## src/rtl/oclib_ready_valid_downsizer.sv

```systemverilog
// oclib_ready_valid_downsizer
// Width-down converter for ready/valid streams: each InWidth-bit word is split into
// Ratio = InWidth/OutWidth beats of OutWidth bits, and the final beat is flagged with
// outLast. The last-beat accept and the next word load can happen in the same cycle,
// so a steady stream runs at one beat per cycle with no bubbles.
// Compile-time option OCLIB_RV_DOWNSIZER_MSB_FIRST_EN: emit the most significant
// slice first (default: least significant slice first).
module oclib_ready_valid_downsizer #(
  parameter int InWidth  = 32,
  parameter int OutWidth = 8
) (
  input  logic                clock,
  input  logic                reset,
  input  logic [InWidth-1:0]  inData,
  input  logic                inValid,
  output logic                inReady,
  output logic [OutWidth-1:0] outData,
  output logic                outValid,
  output logic                outLast,
  input  logic                outReady
);

  localparam int Ratio = (OutWidth > 0) ? (InWidth / OutWidth) : 1;
  localparam int BeatW = (Ratio > 1) ? $clog2(Ratio) : 1;
  localparam logic [BeatW-1:0] LastBeat = BeatW'(Ratio - 1);

  // Reject widths that cannot be split into whole beats.
  generate
    if (OutWidth <= 0) begin : g_bad_out_width
      $error("oclib_ready_valid_downsizer: OutWidth must be non-zero");
    end else if ((InWidth % OutWidth) != 0) begin : g_bad_ratio
      $error("oclib_ready_valid_downsizer: InWidth must be a multiple of OutWidth");
    end
  endgenerate

  logic                r_live;
  logic                r_full;
  logic [BeatW-1:0]    r_beat;
  logic [InWidth-1:0]  r_hold;

  logic                w_last;
  logic                w_out_acc;
  logic                w_in_acc;
  logic                w_in_ready;
  logic [OutWidth-1:0] w_out_data;

  assign w_last     = r_full && (r_beat == LastBeat);
  assign w_out_acc  = r_full && outReady;
  // A new word may load when empty, or when the final beat leaves this same cycle.
  assign w_in_ready = r_live && (!r_full || (w_out_acc && w_last));
  assign w_in_acc   = inValid && w_in_ready;

  assign inReady  = w_in_ready;
  assign outValid = r_full;
  assign outLast  = w_last;
  assign outData  = w_out_data;

  // Input side stays closed during reset and opens on the first edge after release.
  always_ff @(posedge clock or negedge reset) begin
    if (!reset) begin
      r_live <= 1'b0;
    end else begin
      r_live <= 1'b1;
    end
  end

  // Holding register, occupancy flag and beat index; hold only loads on an accept.
  always_ff @(posedge clock or negedge reset) begin
    if (!reset) begin
      r_full <= 1'b0;
      r_beat <= '0;
      r_hold <= '0;
    end else if (w_in_acc) begin
      r_hold <= inData;
      r_full <= 1'b1;
      r_beat <= '0;
    end else if (w_out_acc) begin
      if (w_last) begin
        r_full <= 1'b0;
        r_beat <= '0;
      end else begin
        r_beat <= r_beat + 1'b1;
      end
    end
  end

  // Beat selector: route the slice addressed by the beat index to the output.
  always_comb begin
    w_out_data = '0;
    for (int i = 0; i < Ratio; i++) begin
      if (r_beat == BeatW'(i)) begin
`ifdef OCLIB_RV_DOWNSIZER_MSB_FIRST_EN
        w_out_data = r_hold[(Ratio-1-i)*OutWidth +: OutWidth];
`else
        w_out_data = r_hold[i*OutWidth +: OutWidth];
`endif
      end
    end
  end

endmodule

```

## config.mk

```make
export PLATFORM = sky130hd
export DESIGN_NAME = oclib_ready_valid_downsizer
export DESIGN_NICKNAME = d
export VERILOG_FILES = /design/src/rtl/oclib_ready_valid_downsizer.sv
export SDC_FILE = /design/constraint.sdc
export NUM_CORES = 1
export LEC_CHECK = 0
export BUFFER_PORTS_ARGS = -buffer_cell sky130_fd_sc_hd__buf_2
export CORE_MARGIN = 1
export CORE_UTILIZATION = 30
export CTS_CLUSTER_SIZE = 10
export DETAILED_ROUTE_END_ITERATION = 8
export PLACE_DENSITY = 0.56
export REMOVE_ABC_BUFFERS = 1
export SLEW_MARGIN = 20
export SYNTH_ARGS = -nofsm -noshare
export SYNTH_HDL_FRONTEND = slang
export SYNTH_SLANG_ARGS = --single-unit
```

## constraint.sdc

```tcl
create_clock -name clock -period 2.2 [get_ports clock]
set_input_delay 0.44 -clock clock [delete_from_list [all_inputs] [get_ports clock]]
set_output_delay 0.44 -clock clock [all_outputs]
set_load 0.005 [all_outputs]
```

**Yosys cells after proc, flatten, opt, wreduce, memory -nomap -nowiden**

Cells that the tools add are included.

- Register bits after elaboration: 36
- Output and inout bits: 11
- Word-level logic and storage cells: 29

- Add/subtract/negate cells: 1
- Equal/unequal tests: 3
- Muxes and demuxes: 10
- Reductions and logical operators: 11

Operator list:

| kind | number |
|---|---|
| 8-bit two-way mux | 4 |
| 2-bit two-way mux | 3 |
| 1-bit logical AND | 5 |
| 2-bit equality test (second input constant) | 2 |
| 2-bit nonzero test | 2 |
| 1-bit two-way mux | 3 |
| 2-bit by 1-bit adder with 2-bit output (second input constant) | 1 |
| 2-bit by 1-bit equality test with 1-bit output (second input constant) | 1 |
| 2-bit zero test | 1 |
| 2-bit AND reduction | 1 |
| 1-bit zero test | 1 |
| 1-bit logical OR | 1 |

**Longest topological paths before layout**

Gate-level depths: netlist of run 1.

- Depth after elaboration: 8
- Depth in mapped cells: 6
- Gate-level depth less buffers: 5

**Worst setup path after synthesis of run 1**

No wires, ideal clock.

- Path kind: register -> output
- Start point: register r_beat[0]
- End point: output outData[0]
- Data arrival time: 1235 ps
- Required time: 1760 ps
- Setup slack: 525 ps
- Cell stages (with the launch flop): 6
- Buffers on the path: 1
- Cell sequence: dfrtp_1 > ha_1 > nand2b_1 > clkbuf_1 > o22ai_1 > a31oi_1

- Longest elaborated chain between the ends: 5
- Elaborated cells on any way between the ends: 8
- Those cells by class: 3 x eq/ne; 4 x mux; 1 x reduce/logical

Ends and longest elaborated chain:

| element | line | text |
|---|---|---|
| start, declared | 38 | `logic [BeatW-1:0] r_beat;` |
| start signal, assigned | 82 | `r_beat <= r_beat + 1'b1;` |
| 2-bit zero test | 91 | `if (r_beat == BeatW'(i)) begin` |
| 8-bit two-way mux (3 in series) | 91 |  |
| 8-bit two-way mux (*) | 91 |  |
| end, declared | 17 | `output logic [OutWidth-1:0] outData,` |

Every way passes the cells marked *; elsewhere a longest branch is shown, timed or not.

**Worst setup path after layout of run 1**

- Start point: register r_beat[1]
- End point: output outData[3]

Same word-level chain as after synthesis.

==> results.tsv, run 1 <==
metric	value	unit
status	completed	
arrival	1.63	ns
die_w	76.4	um
ctsRootBufferMaster	clkbuf_8	
final_common_cell	buf_2	
diodes	0	
synth_flop_cell	dfrtp_1	
final_cell_mix	46 x buf_2, 35 x dfrtp_1, 28 x mux2_2	
area_growth_syn_to_layout	27.8	%
drv_slew	0	
num_vias	1160	
netlist_area	1660	sq um
rr_startpoint	r_beat[1]$_DFFE_PN0P_	
port_buffers	46	
grt_setup_unrepaired	no	
numCtsBuffers	5	
cts.clk_slew.worst_paths	0.07	ns
cts_tree	done	
routed_wl	3.45	mm
antenna_found_initial	0	
synth_top_area_frac	0.543	
clk_latency	0.28	ns
first_iter_violations	37	
clockBufferDepth	2	
synth_edf_count	0	
first_pass_iters	4	
finClkSkew	0.00676	ns
path_delay_family	flip-flops	
wl_per_cell	13.6	um
rrSetupSlack	0.63	ns
ys_seq_elements	36	
rows	26	
cp_cell_sequence	inv_1 > ha_2 > nand3b_1 > a31oi_1 > buf_2	
cp.required	1.76	ns
grt-ovfl-total	0	
grt_pass1_wl	5.89	mm
n_fill_cell	544	
crit_slowest_cell	dfrtp_1	
start_util	0.319	
fin_crit	2.07	ns
cts.htree.levels	2	
r2r_end	r_hold[18]$_DFFE_PN0P_	
slowest_delay	0.43	ns
finalNetCount	223	
final_antenna_net_count	0	
cts_sinks	36	
finalSetupViolations	0	
utilization	0.407	
drive_gt1_frac	0.505	
crit_end	outData[3]	
grt.total_usage	0.129	
coreArea	5200	sq um
powerDensity	1400	nW/um^2
crit_start	r_beat[1]$_DFFE_PN0P_	
worstMarginPinSlew	0.801	ns
hold_violations	0	
ctsHoldBuffers	0	
yosysSeqAreaShare	0.543	
synth_area_per_cell	12.7	sq um
worstSetupEndpointType	output pin	
die-area	5830	sq um
fmax	483	MHz
vdd_ir_drop_max	0.612	mV
async_flop_share	1.00	
period_share	0.941	
fin_setup_tns	0	ns
worstSetupPathDepth	5	
grt_max_degree	37	
die_h	76.4	um
dp_hpwl	2.49	mm
path_max_fanout	8	
yosysUniqueCellTypes	22	
syn_inst	131	
gp_congestion	0.755	
p_leak	0.957	nW
crit_type	register to output pin	
drc_errors	0	
cp-start-kind	register	
cap_viol_max_count	0	
io_pins	47	
grt_pass1_vias	1177	
r2r_cells	5	
max-slew-margin-rel	0.466	
yosysWarnings	0	
hold_path_class	primary input to async pin	
cp_num_buf_inv	2	
synth.area.top_cells	dfrtp_1 54%, mux2_2 19%, nand3b_1 3.6%	
synth_top_cell_by_area	dfrtp_1	
viasPerCell	4.57	
## through the flow
stage / instance area (sq um) / total power, mW / setup WS (ns) / std cells / hold WS (ns)
finish: 2120 / 2.97 / 0.131 / 254 / 0.240
CTS: 2080 / 2.94 / 0.0236 / 252 / 0.273
floorplan: 1610 / 1.89 / 0.305 / 125 / 0.144
detailed placement: 1970 / 2.35 / 0.266 / 244 / 0.483
global route: 2120 / 3.20 / 0.0158 / 254 / 0.316
global placement: 1970 / 2.34 / 0.297 / 244 / 0.478
## worst min path at each step
stage	end	slack, ns	startpoint	cells after the start
floorplan	outValid$_DFFE_PN0P_	0.14	reset	0
global placement	r_hold[3]$_DFFE_PN0P_	0.48	r_hold[3]$_DFFE_PN0P_	1
detailed placement	r_hold[3]$_DFFE_PN0P_	0.48	r_hold[3]$_DFFE_PN0P_	1
CTS	r_hold[13]$_DFFE_PN0P_	0.27	reset	1
global route	r_hold[13]$_DFFE_PN0P_	0.32	reset	1
finish	outValid$_DFFE_PN0P_	0.24	reset	1
## layout make-up
type                            count  area, sq um  share of cell area
Sequential cell                    36          902               0.425
Multi-Input combinational cell     86          732               0.345
Timing Repair Buffer               51          280               0.132
Tap cell                           70         87.6              0.0413
Clock buffer                        6         72.6              0.0342
Clock inverter                      2         35.0              0.0165
Inverter                            3         11.3             0.00531
## cell usage after synthesis, drive strengths merged (2+ instances only)
cell type and count:
and2 2, dfrtp 36, a31oi 8, mux2 32, nand2 14, o22ai 7
buf 4, a21oi 2, nor2 4, clkbuf 2, nand3b 8, ha 4
inv 3
## sequential cells by signal, indices dropped and copies added (netlist names)
register	flops
r_hold	32
r_live	1
outValid	1
r_beat	2
## timing repair
item,in CTS,in global routing
setup buffers,0,2
resized for setup,2,5
endpoints found under the setup margin,6,8
## worst reg2reg max path, delay by kind of cell, from the launching register on
kind | cells | cell delay (ns)
flops | 1 | 0.42
mux | 1 | 0.37
fa+ha+maj | 1 | 0.20
buf+inv | 1 | 0.20
compound gates | 1 | 0.18
simple gates | 1 | 0.08
## routing by layer
| metal | part of all wire | track usage | up-vias | wire length, um |
|---|---|---|---|---|
| li1 | - | - | 572 | - |
| met2 | 0.46 | 0.196 | 26 | 1580 |
| met5 | 0 | 0 | - | 0 |
| met1 | 0.48 | 0.179 | 558 | 1670 |
| met3 | 0.045 | 0.0275 | 4 | 156 |
| met4 | 0.014 | 0.0519 | 0 | 48 |
## cell families (layout without fill, tap and decap cells)
kind of cell             count (synthesis)  in the layout  synth area share
adder cells (fa/ha/maj)                  4              4            0.0302
other                                    1              1           0.00226
buffers and inverters                    9             62            0.0339
multiplexers                            33             33             0.223
AO/OA/AOI/OAI                           18             18            0.0747
flip-flops                              36             36             0.543
AND/OR/NAND/NOR                         30             30            0.0928
## report_power, final
part           internal [mW]  total, mW  leakage [nW]  switching (mW)
Clock                  0.336      0.569        0.0552           0.233
Combinational          0.678       1.22         0.472           0.543
Sequential             0.988       1.19         0.430           0.198
Note: power is estimated with default switching activity, not from simulation.
==> run 2, diff against run 1 <==
==> constraint.sdc (replaced) <==
create_clock -name clock -period 2.7 [get_ports clock]
set_input_delay 0.54 -clock clock [delete_from_list [all_inputs] [get_ports clock]]
set_output_delay 0.54 -clock clock [all_outputs]
set_load 0.005 [all_outputs]
==> run 2 against run 1 <==
Flip-flop and latch count stayed put. Highest routed layer unchanged. Wire length is 0.75% higher. Design area is 4.3% lower. Via count is 0.43% lower. Largest power group is now registers. Hold slack better by 0.097 ns. Non-clock buffer count is 4 lower.
==> results.tsv, run 2 (synthesis gave the netlist of run 1 again) <==
metric	value	unit	change
p_leak	0.925	nW	-3.3%
io_pins	47		unchanged
cts_setup_buffers	0		unchanged
max-slew-margin-rel	0.470		+0.00414
final_common_cell	buf_2		
finalNetCount	219		-1.8%
die_h	76.4	um	unchanged
ctsRootBufferMaster	clkbuf_8		
viasPerCell	4.64		+1.6%
status	completed		
pwr-share-clk	0.155		-0.036
cts_sinks	36		unchanged
final_antenna_net_count	0		unchanged
start_util	0.319		unchanged
hold_path_class	primary input to async pin		
path_max_fanout	8		unchanged
final_cell_mix	46 x buf_2, 36 x dfrtp_1, 28 x mux2_2		
first_iter_violations	58		+57%
worstSetupEndpointType	output pin		
hold_violations	0		unchanged
vdd_ir_drop_max	0.410	mV	-33%
fin_cells	249		-2.0%
biggestRegsByFlops	r_hold (32), r_beat (2)		
port_buffers	46		unchanged
p_int	1.47	mW	-26%
powerDensity	1100	nW/um^2	-22%
coreArea	5200	sq um	unchanged
antenna_found_initial	0		unchanged
fin_setup_tns	0	ns	unchanged
clockBufferDepth	2		unchanged
grt-ovfl-total	0		unchanged
numPlacedInstances	242		-0.82%
drc_errors	0		unchanged
pwr-share-seq	0.431		+0.033
comb_power_share	0.414		+0.004
finClkSkew	0.00528	ns	-0.00148 ns
clk_latency	0.28	ns	about the same
cts.clk_slew.worst_paths	0.07	ns	about the same
first_pass_iters	4		unchanged
cap_viol_max_count	0		unchanged
worstMarginPinSlew	0.795	ns	-0.00621 ns
rows	26		unchanged
grt_setup_unrepaired	no		
fin_crit	2.39	ns	
cp.required	2.16	ns	+0.40 ns
regMostFlops	r_hold		
ctsHoldBuffers	0		unchanged
die-area	5830	sq um	unchanged
grt.total_usage	0.133		+0.00381
gp_congestion	0.786		+4.1%
drive_gt1_frac	0.464		-0.0417
die_w	76.4	um	unchanged
grt_pass1_vias	1220		+3.7%
num_vias	1155		-0.43%
wl_per_cell	14.0	um	+2.8%
grt_pass1_wl	5.91	mm	+0.24%
place_area	1950	sq um	-0.76%
routed_wl	3.48	mm	+0.75%
finalInstanceArea	2030	sq um	-4.3%
diodes	0		unchanged
cts_tree	done		
largest_reg_flops	32		unchanged
cp-start-kind	register		
arrival	1.85	ns	+0.22 ns
area_growth_syn_to_layout	22.3	%	
crit_type	register to output pin		
grt_max_degree	37		unchanged
period_share	0.884		
power.net_switching	0.758	mW	-22%
switching_share	0.340		+0.0128
dp_hpwl	2.58	mm	+3.8%
fmax	419	MHz	
numCtsBuffers	5		unchanged
cts.htree.levels	2		unchanged
drv_slew	0		unchanged
finalSetupViolations	0		unchanged
cts.repair.resized	0		-2
run 2: cell type report:
cell class                 instances  area (sq um)
fill                             532          3180
sequential                        36           901
multi-input combinational         86           702
timing repair buffer              47           250
tap                               70          87.6
clock buffer                       6          72.6
inverter                           3          11.3
clock inverter                     1          5.00
run 2: metrics by stage:
stage / util / setup slack [ns] / power, mW / hold slack [ns]
floorplan: - / 0.805 / 1.54 / 0.244
global placement: 0.375 / 0.601 / 1.89 / 0.476
detailed placement: 0.375 / 0.581 / 1.91 / 0.484
CTS: 0.390 / 0.259 / 2.27 / 0.364
global route: 0.390 / 0.142 / 2.43 / 0.382
finish: 0.390 / 0.313 / 2.23 / 0.337
run 2: metal layers:
metal	vias to the layer above	global-route usage	part of all wire
met2	25	0.214	0.49
met5	-	0	0
met3	2	0.0455	0.041
met1	567	0.164	0.46
met4	0	0.0519	0.010
li1	561	-	-
run 2: path summary, 6_finish.rpt:
path / from / to / slack, ns / cells after the start
setup reg to reg: r_beat[0]$_DFFE_PN0P_ / r_hold[0]$_DFFE_PN0P_ / 0.77 / 5
max in group asynchronous: reset / r_hold[18]$_DFFE_PN0P_ / 1.85 / 1
setup / recovery: r_beat[0]$_DFFE_PN0P_ / outData[5] / 0.31 / 4
min in group clock: inData[27] / r_hold[27]$_DFFE_PN0P_ / 0.48 / 2
hold / removal: reset / outValid$_DFFE_PN0P_ / 0.34 / 1
hold reg to reg: r_hold[27]$_DFFE_PN0P_ / r_hold[27]$_DFFE_PN0P_ / 0.51 / 1
run 2: power by group through the flow:
stage          sequential [mW]  clock (mW)  combinational, mW
3_5_place_dp             0.970           0              0.940
5_1_grt                  0.995       0.388               1.05
4_1_cts                  0.959       0.363              0.945
3_3_place_gp             0.957           0              0.930
6_report                 0.960       0.346              0.923
2_1_floorplan            0.920           0              0.623
run 2: critical path, stage by stage, from the launching register on:
cell     delay (ns)
dfrtp_1        0.43
ha_1           0.30
nor2_1         0.48
a31oi_1        0.18
buf_2          0.17
==> run 3, diff against run 2 <==
==> config.mk (replaced) <==
export PLATFORM = sky130hd
export DESIGN_NAME = oclib_ready_valid_downsizer
export DESIGN_NICKNAME = d
export VERILOG_FILES = /design/src/rtl/oclib_ready_valid_downsizer.sv
export SDC_FILE = /design/constraint.sdc
export NUM_CORES = 1
export LEC_CHECK = 0
export CORE_MARGIN = 1
export CORE_UTILIZATION = 30
export CTS_CLUSTER_SIZE = 10
export DETAILED_ROUTE_END_ITERATION = 8
export DONT_BUFFER_PORTS = 1
export PLACE_DENSITY = 0.49
export REMOVE_ABC_BUFFERS = 1
export SLEW_MARGIN = 25
export SYNTH_ARGS = -nofsm -noshare
export SYNTH_HDL_FRONTEND = slang
export SYNTH_SLANG_ARGS = --single-unit
==> run 3 against run 2 <==
Hold slack lost 0.26 ns. Combinational power shrank 14%. Via count shrank 14%. Clock skew is essentially flat. Critical endpoint is now outData[4]. Register-to-register slack lost 0.08 ns. Design area shrank 7.0%. Setup slack lost 0.015 ns. Critical path depth shrank 1. Largest power group unchanged. First-iteration DRC count shrank 48%. Power grew 7.4%.
==> results.tsv, run 3 (synthesis gave the netlist of run 1 again) <==
metric	value	unit	change
port_buffers	0		-100%
grt_pass1_vias	1112		-8.9%
finalInstanceArea	1890	sq um	-7.0%
grt-ovfl-total	0		unchanged
grt_pass1_wl	5.66	mm	-4.2%
hold_violations	0		unchanged
grt_max_degree	37		unchanged
fin_cells	205		-18%
rrSetupSlack	0.69	ns	-0.08 ns
total_power	2.39	mW	+7.4%
p_leak	0.783	nW	-15%
utilization	0.363		-0.0272
numCtsBuffers	5		unchanged
arrival	1.86	ns	about the same
final_antenna_net_count	0		unchanged
first_pass_iters	4		unchanged
hold_path_class	primary input to async pin		
wl_per_cell	16.9	um	+21%
viasPerCell	4.83		+4.2%
dpl_worst_slack	0.613	ns	+0.0321 ns
cts.htree.levels	2		unchanged
drv_slew	0		unchanged
finClkSkew	0.00557	ns	+0.000284 ns
clk_latency	0.28	ns	about the same
cp_cell_sequence	ha_1 > nor2_1 > a31oi_1		
powerDensity	1270	nW/um^2	+15%
crit_type	register to output pin		
crit_slowest_cell	nor2_1		
path_max_fanout	8		unchanged
gp_congestion	0.691		-12%
cp.required	2.16	ns	about the same
diodes	0		unchanged
fmax	416	MHz	-0.63%
slowest_delay	0.57	ns	+0.09 ns
period_share	0.890		+0.00561
worst_slack	0.298	ns	-0.0151 ns
cts_tree	done		
numPlacedInstances	196		-19%
n_fill_cell	528		-0.75%
vdd_ir_drop_max	0.533	mV	+30%
fin_setup_tns	0	ns	unchanged
cp-start-kind	register		
place_area	1710	sq um	-12%
rows	26		unchanged
cts.repair.resized	0		unchanged
area_growth_syn_to_layout	13.8	%	
grt.total_usage	0.129		-0.00400
start_util	0.319		unchanged
cts_sinks	36		unchanged
io_pins	47		unchanged
final_cell_mix	36 x dfrtp_1, 28 x mux2_2, 13 x nand2_1		
dp_hpwl	2.46	mm	-4.8%
worstMarginPinSlew	0.677	ns	-0.118 ns
first_iter_violations	30		-48%
antenna_found_initial	0		unchanged
holdWs	0.0798	ns	-0.257 ns
drive_gt1_frac	0.296		-0.167
grt_setup_unrepaired	no		
worstSetupEndpointType	output pin		
status	completed		
largest_reg_flops	32		unchanged
die_h	76.4	um	unchanged
finalSetupViolations	0		unchanged
drc_errors	0		unchanged
biggestRegsByFlops	r_hold (32), r_beat (2)		
path_delay_family	simple AND/OR/NAND/NOR gates		
cap_viol_max_count	0		unchanged
die-area	5830	sq um	unchanged
clockBufferDepth	2		unchanged
coreArea	5200	sq um	unchanged
cts.clk_slew.worst_paths	0.08	ns	about the same
cp_num_buf_inv	0		-1
routed_wl	3.46	mm	-0.46%
finalNetCount	174		-21%
regMostFlops	r_hold		
ctsRootBufferMaster	clkbuf_8		
num_vias	991		-14%
max-slew-margin-rel	0.547		+0.0768
die_w	76.4	um	unchanged
final_common_cell	dfrtp_1		
fin_crit	2.40	ns	+0.0151 ns
[run 3: repair_timing]
action | in CTS | in global routing
endpoints found under the hold margin | 36 | 0
hold buffers | 1 | 0
buffers inserted | 0 | 0
[run 3: path summary, 6_finish.rpt]
kind / cells past startpoint / to / from
worst max register to register: 5 / r_hold[14]$_DFFE_PN0P_ / r_beat[0]$_DFFE_PN0P_
worst min-delay path: 1 / r_hold[15]$_DFFE_PN0P_ / reset
max in group asynchronous: 1 / r_hold[6]$_DFFE_PN0P_ / reset
worst max-delay path: 3 / outData[4] / r_beat[0]$_DFFE_PN0P_
min in group clock: 1 / r_hold[3]$_DFFE_PN0P_ / inData[3]
worst min register to register: 1 / r_hold[3]$_DFFE_PN0P_ / r_hold[3]$_DFFE_PN0P_
[run 3: where the power goes]
group	total, mW	leakage [nW]	internal [mW]	switching [mW]
sequential	0.954	0.431	0.803	0.151
clock	0.649	0.0784	0.462	0.187
combinational	0.791	0.274	0.385	0.407
total	2.39	0.783	1.65	0.745
[run 3: per-layer routing]
| metal | global-route usage | part of all wire |
|---|---|---|
| met1 | 0.149 | 0.40 |
| met2 | 0.215 | 0.51 |
| met3 | 0.0491 | 0.078 |
| met4 | 0.0519 | 0.0069 |
| met5 | 0 | 0 |
[run 3: worst register-to-register path, delay by kind of cell (launching register included)]
family / cells / cell delay, ns
multiplexers: 1 / 0.40
AO/OA/AOI/OAI: 1 / 0.23
buffers and inverters: 1 / 0.40
adder cells (fa/ha/maj): 1 / 0.32
AND/OR/NAND/NOR: 1 / 0.12
flip-flops: 1 / 0.42
[run 3: cell type report]
cell class	instances	area, sq um	area share
Multi-Input combinational cell	86	702	0.372
Inverter	3	11.3	0.00596
Clock inverter	3	90.1	0.0477
Tap cell	70	87.6	0.0464
Clock buffer	5	68.8	0.0364
Sequential cell	36	901	0.477
Timing Repair Buffer	2	27.5	0.0146
